## src/rtl/parity_pkg.sv

```systemverilog
// Shared definitions for the frame parity monitor: FSM encoding, parity
// polarity constants and the word-parity to LED mapping.
package parity_pkg;

    typedef enum logic [1:0] {
        IDLE  = 2'd0,
        ACCUM = 2'd1,
        CHECK = 2'd2
    } state_t;

    localparam logic PAR_EVEN = 1'b0;
    localparam logic PAR_ODD  = 1'b1;

    // led[0] lights for odd-popcount words, led[1] for even-popcount words.
    function automatic logic [1:0] led_code(input logic par);
        return (par == PAR_EVEN) ? 2'b10 : 2'b01;
    endfunction

endpackage

```

## src/rtl/parity_calc.sv

```systemverilog
// Combinational XOR reduction of one data word: 1 when popcount is odd.
module parity_calc #(
    parameter int WIDTH = 8
) (
    input  logic [WIDTH-1:0] i_data,
    output logic             o_parity
);

    assign o_parity = ^i_data;

endmodule

```

## src/rtl/parity_monitor.sv

```systemverilog
// Accumulates parity over FRAME_LEN accepted words and checks it against a
// supplied parity bit. Define PARITY_MONITOR_ERR_CNT_EN to add the err_cnt port.
module parity_monitor
    import parity_pkg::*;
#(
    parameter int WIDTH     = 8,
    parameter int FRAME_LEN = 4,
    parameter int ODD_MODE  = 0,
    parameter int CNT_W     = 8
) (
    input  logic             clk,
    input  logic             rst,
    input  logic [WIDTH-1:0] sw,
    input  logic             sw_valid,
    output logic             sw_ready,
    input  logic             par_bit,
    output logic [1:0]       led,
    output logic             frame_done,
    output logic             frame_err
`ifdef PARITY_MONITOR_ERR_CNT_EN
    ,
    output logic [CNT_W-1:0] err_cnt
`endif
);

    localparam int   CW         = (FRAME_LEN > 1) ? $clog2(FRAME_LEN) : 1;
    localparam logic TARGET_PAR = (ODD_MODE != 0) ? PAR_ODD : PAR_EVEN;

    state_t        r_state;
    state_t        w_next_state;
    logic [CW-1:0] r_word_cnt;
    logic          r_parity;
    logic          r_par_bit;
    logic          w_word_par;
    logic          w_accept;
    logic          w_last_word;
    logic          w_frame_fail;

    parity_calc #(.WIDTH(WIDTH)) u_parity_calc (
        .i_data   (sw),
        .o_parity (w_word_par)
    );

    // r_word_cnt holds the words already taken, so the last word sees FRAME_LEN-1.
    assign w_last_word  = (r_word_cnt == CW'(FRAME_LEN - 1));
    assign w_accept     = sw_valid && sw_ready;
    assign w_frame_fail = ((r_parity ^ r_par_bit) != TARGET_PAR);

    // NOTE: sequential state uses non-blocking (<=) so every register samples pre-edge values.
    always_ff @(posedge clk) begin
        if (rst) r_state <= IDLE;
        else     r_state <= w_next_state;
    end

    // NOTE: every output of this block gets a default first, so no latch can be inferred.
    always_comb begin
        w_next_state = r_state;
        sw_ready     = 1'b1;
        case (r_state)
            IDLE, ACCUM: if (sw_valid) w_next_state = w_last_word ? CHECK : ACCUM;
            CHECK: begin
                sw_ready     = 1'b0;
                w_next_state = IDLE;
            end
            default: w_next_state = IDLE;
        endcase
    end

    always_ff @(posedge clk) begin
        if (rst) begin
            r_word_cnt <= '0;
            r_parity   <= 1'b0;
            r_par_bit  <= 1'b0;
            led        <= 2'b00;
            frame_done <= 1'b0;
            frame_err  <= 1'b0;
        end else begin
            frame_done <= 1'b0;
            if (w_accept) begin
                led        <= led_code(w_word_par);
                r_parity   <= r_parity ^ w_word_par;
                r_word_cnt <= w_last_word ? '0 : r_word_cnt + CW'(1);
                if (w_last_word) r_par_bit <= par_bit;
            end
            // Acceptance and CHECK never coincide, so the parity clear cannot collide.
            if (r_state == CHECK) begin
                frame_done <= 1'b1;
                frame_err  <= w_frame_fail;
                r_parity   <= 1'b0;
            end
        end
    end

`ifdef PARITY_MONITOR_ERR_CNT_EN
    logic [CNT_W-1:0] r_err_cnt;

    always_ff @(posedge clk) begin
        if (rst) begin
            r_err_cnt <= '0;
        end else if ((r_state == CHECK) && w_frame_fail && (r_err_cnt != '1)) begin
            r_err_cnt <= r_err_cnt + CNT_W'(1);
        end
    end

    assign err_cnt = r_err_cnt;
`else
    logic [CNT_W-1:0] w_unused_err_cnt;
    assign w_unused_err_cnt = '0;
`endif

endmodule

```

## config.mk

```make
export PLATFORM = sky130hd
export DESIGN_NAME = parity_monitor
export DESIGN_NICKNAME = d
export VERILOG_FILES = /design/src/rtl/parity_pkg.sv /design/src/rtl/parity_calc.sv /design/src/rtl/parity_monitor.sv
export SDC_FILE = /design/constraint.sdc
export NUM_CORES = 1
export LEC_CHECK = 0
export BUFFER_PORTS_ARGS = -buffer_cell sky130_fd_sc_hd__buf_4
export CELL_PAD_IN_SITES_DETAIL_PLACEMENT = 0
export CELL_PAD_IN_SITES_GLOBAL_PLACEMENT = 1
export CORE_AREA = 5 5 42 44
export CTS_BUF_LIST = sky130_fd_sc_hd__clkbuf_8
export DETAILED_ROUTE_END_ITERATION = 6
export DIE_AREA = 0 0 47 49
export GPL_TIMING_DRIVEN = 0
export PLACE_DENSITY_LB_ADDON = 0.1
export SETUP_SLACK_MARGIN = 0.1
export SLEW_MARGIN = 20
export SYNTH_ARGS = -nofsm -noshare
export SYNTH_HDL_FRONTEND = slang
export SYNTH_SLANG_ARGS = --single-unit
export TNS_END_PERCENT = 1
```

## constraint.sdc

```tcl
create_clock -name clk -period 2.6 [get_ports clk]
set_input_delay 0.39 -clock clk [delete_from_list [all_inputs] [get_ports clk]]
set_output_delay 0.39 -clock clk [all_outputs]
set_load 0.02 [all_outputs]
```

Word-level counts from Yosys, hierarchy flattened
Cells that the tools add are included.
{ "classes": {"add_sub_neg": 1, "mul": 0, "div": 0, "order_cmp": 0, "eq_ne": 3, "shift": 0, "mux": 5, "bitwise_logic": 3, "reduce_logical": 7} }
{ "op_table": {"columns": ["operator", "count"], "rows": [
  ["8-bit XOR reduction", 1],
  ["2-bit two-way mux", 3],
  ["2-bit OR reduction", 3],
  ["2-bit == test (second input constant)", 2],
  ["2-bit by 1-bit adder with 2-bit output (second input constant)", 1],
  ["2-bit by 1-bit == test with 1-bit output (second input constant)", 1],
  ["2-bit logical NOT", 1],
  ["1-bit two-way mux", 2],
  ["2-bit AND reduction", 1],
  ["1-bit bitwise XOR", 2],
  ["1-bit logical AND", 1],
  ["1-bit inverter", 1]
]} }
{ "totals": {"reg_bits": 10, "latchBits": 0, "ramBits": 0, "mem_bits_ro": 0, "input_bits": 12, "output_inout_bits": 5, "word_cells": 26, "memories": 0} }

Logic depth before layout (Yosys ltp)
{ "logic_depth": {"word_depth": 4, "ltp_mapped": 6, "depth_no_buf": 6} }

Cells and area by module
From an unflattened synthesis, not the netlist that was laid out.
{ "unflattened": {"cells_unflattened": 50, "area_unflattened_um2": 460.4} }
{ "modules_own_cells": {"columns": ["module", "instances", "cells_each", "area_each_um2"], "rows": [
  ["parity_monitor", 1, 43, 399.1],
  ["parity_calc", 1, 7, 61.3]
]} }

Least setup slack after synthesis
Ideal clock, no wire load.
{ "synth_path": {"path_kind": "in2reg", "start": "input sw[5]", "end": "register r_parity", "setup_time_ns": 0.080, "arrival_time_ns": 1.335, "slack_ns": 1.185, "cell_stages": 5, "path_buffers": 0, "cell_sequence": "xnor2_1 -> xnor2_1 -> xnor2_1 -> or3_1 -> a211oi_2"} }
{ "synth_via": {"elab_chain_len": 2} }
{ "synth_lines": {"columns": ["element", "line", "source"], "rows": [
  ["from (decl)", "parity_monitor.sv:13", "input logic [WIDTH-1:0] sw,"],
  ["8-bit XOR reduction", "parity_calc.sv:9", "assign o_parity = ^i_data;"],
  ["1-bit bitwise XOR", "parity_monitor.sv:81", "r_parity <= r_parity ^ w_word_par;"],
  ["to (signal assigned)", "parity_monitor.sv:81", null],
  ["to (decl)", "parity_monitor.sv:32", "logic r_parity;"]
]} }
Every way passes these cells.
A chain may end at the register's enable or synchronous reset.

Final worst setup path
{ "layout_path": {"start": "register r_state[1]", "end": "output sw_ready"} }
{ "layout_via": {"elab_chain_len": 2} }
{ "layout_lines": {"columns": ["element", "line", "source"], "rows": [
  ["from (decl)", "parity_monitor.sv:29", "state_t r_state;"],
  ["from (signal assigned)", "parity_monitor.sv:52", "else r_state <= w_next_state;"],
  ["2-bit == test", "parity_monitor.sv:59", "case (r_state)"],
  ["1-bit two-way mux", "parity_monitor.sv:59", null],
  ["to (decl)", "parity_monitor.sv:15", "output logic sw_ready,"]
]} }
Every way passes these cells.

==> flow_summary.toml <==
[status]
status = "complete, no violations"

[sta]
setup_viol = 0
skew_ns = 0.00349
worstMarginPinSlew_ns = 0.479
drv_slew = 0
tns_ns = 0
hold_viol_final = 0
rsz0062_at_grt = "no"
period_share_pct = 67.2
period_minus_slack_ns = 1.75
slew_headroom_pct = 68.1
layout_setup_ws_ns = 0.854
fmax_mhz = 573

[logic_synthesis]
syn_inst = 49
yosysMostFrequentCell = "dfxtp_1"
ys.flop_type = "dfxtp_1"
netlist.area_leader.share_pct = 45.7
synth_edf_count = 0
syn_avg_cell_area_um2 = 8.94
ys_seq_area_share_pct = 45.7
synth_top_area_cell = "dfxtp_1"
mappedNetlistArea_um2 = 438
synth.area.top_cells = "dfxtp_1 (46%), xnor2_1 (16%), a21oi_1 (5.7%)"
synth_nets = 62
ys_top_cells_by_count = "dfxtp_1 (10), xnor2_1 (8), nor2_1 (6)"
async_flop_share_pct = 0
synthDistinctLibCells = 17
ys_warn_count = 0
ys_ff_latch = 10

[pwr]
p_per_area_nw_per_um2 = 706
vdd_drop_max_uv = 248
power.total_uw = 442
p_leak_uw = 0.000261

[global_routing]
grt_max_degree = 11
grtUsageTotal_pct = 9.45
first_global_vias = 392
grt_overflow = 0
grt_pass1_wl_mm = 1.58
antenna_found_initial = 0

[clocking]
cts_resized = 0
clk_path_buf_depth = 2
cts.clk_slew.worst_paths_ns = 0.05
postCtsSetupRepairBufs = 0
numCtsBuffers = 3
h-tree-depth = 1
clkSinkCount = 10
cts.hold.buffers_added = 0
cts_tree = "done"
clockRootBuffer = "clkbuf_8"
clkLatencyLatePin_ns = 0.23

[floorplan]
coreArea_um2 = 1400
die_x_um = 47
start_util_pct = 31.3
die_h_um = 49
die-area_um2 = 2300
ios = 17
num_rows = 14

[setup_path]
cp_num_buf_inv = 2
start_kind = "flip-flop"
max_stage_delay_ns = 0.36
r2r_setup_slack_ns = 1.17
crit_fanout = 7
crit_arrival_ns = 1.36
crit_chain = "nor2b_1 -> inv_1 -> buf_4"
cp_top_family = "buffers and inverters"
cp-end-kind = "output port"
cp_num_cells = 3
cp.required_ns = 2.21
setup.worst_path.class = "reg -> out"
r2r_cells = 6
cpMaxStageDelayCell = "nor2b_1"

[drt]
drt_iter0_markers = 5
ant_nets = 0
dr.pass1.iters = 4
wl_per_cell_um = 10.6
drc = 0
avgViaCountPerCell = 4.44
route.vias.total = 373
routed_wl_um = 892

[placement]
place_congestion = 0.640
post-dp-hpwl_um = 698
place_ws_ns = 0.997
io_buffers = 15

[layout]
drive_above_1_share_pct = 29.4
nets = 82
antenna_cells = 0
area_delta_synth_final_pct = 42.9

[hold_path]
hold_depth = 3
hp-class = "in -> reg"

[run]
drv_cap = 0
-- through the flow --
step / util, % / instance area [um^2] / cells / hold slack, ns
floorplan: - / 438 / 49 / 0.414
global placement: 40.7 / 571 / 80 / 0.439
detailed placement: 40.7 / 571 / 80 / 0.445
CTS: 44.6 / 626 / 84 / 0.403
global route: 44.6 / 626 / 84 / 0.425
finish: 44.6 / 626 / 84 / 0.403
-- registers in the layout, indices dropped and copies added (netlist names) --
register,flops
led,2
r_par_bit,1
frame_err,1
r_parity,1
frame_done,1
r_state,2
r_word_cnt,2
-- power breakdown --
group	internal, uW	switching, uW	leakage (uW)
clock network	133	57.8	0.0000288
registers	165	6.97	0.0000819
logic	41.8	36.8	0.000150
total	340	102	0.000261
-- layout by cell type (no fill, tap or decap), types with 2 or more instances in the layout --
cell      synthesis  final
a21oi_1           5      5
nand3_1           2      2
xnor2_1           8      8
dfxtp_1          10     10
clkbuf_8          0      4
buf_4             0     15
inv_1             2      2
nand2_1           4      4
nor2_1            6      6
nor3_1            3      3
-- worst paths after layout --
| check | from | endpoint |
|---|---|---|
| hold reg to reg | r_state[1]$_SDFFE_PP0P_ | r_state[1]$_SDFFE_PP0P_ |
| setup reg to reg | r_state[1]$_SDFFE_PP0P_ | r_word_cnt[0]$_SDFFE_PP0P_ |
| hold / removal | par_bit | r_par_bit$_SDFFE_PP0P_ |
| setup / recovery | r_state[1]$_SDFFE_PP0P_ | sw_ready |
-- per-layer routing --
metal / global-route usage [%] / routed length [um] / vias to the layer above
li1: - / - / 204
met1: 11.7 / 420 / 162
met2: 13.6 / 418 / 7
met3: 3.32 / 53 / 0
met4: 5.53 / 0 / 0
met5: 0 / 0 / -
-- area by class of cell --
type | instances | area [um^2]
buffer | 1 | 3.75
clock buffer | 4 | 55.1
fill | 146 | 776
inverter | 2 | 7.51
multi-input combinational | 36 | 226
sequential | 10 | 200
tap | 16 | 20.0
timing repair buffer | 15 | 113
-- worst min-delay path: cells and delay by family --
| kind | cells | cell delay (ns) |
|---|---|---|
| buffers and inverters | 1 | 0.08 |
| AND/OR/NAND/NOR | 1 | 0.08 |
| multiplexers | 1 | 0.05 |
-- logic make-up (layout without fill, tap and decap cells) --
kind of cell | after synthesis | in the layout | share of synthesized area [%]
AND/OR/NAND/NOR | 17 | 17 | 17.1
flip-flops | 10 | 10 | 45.7
AO/OA/AOI/OAI | 9 | 9 | 13.4
XOR/XNOR | 8 | 8 | 16.0
buffers and inverters | 3 | 22 | 2.57
adder cells (fa/ha/maj) | 1 | 1 | 2.86
multiplexers | 1 | 1 | 2.29
No activity file was read; power rests on OpenSTA's default activity.
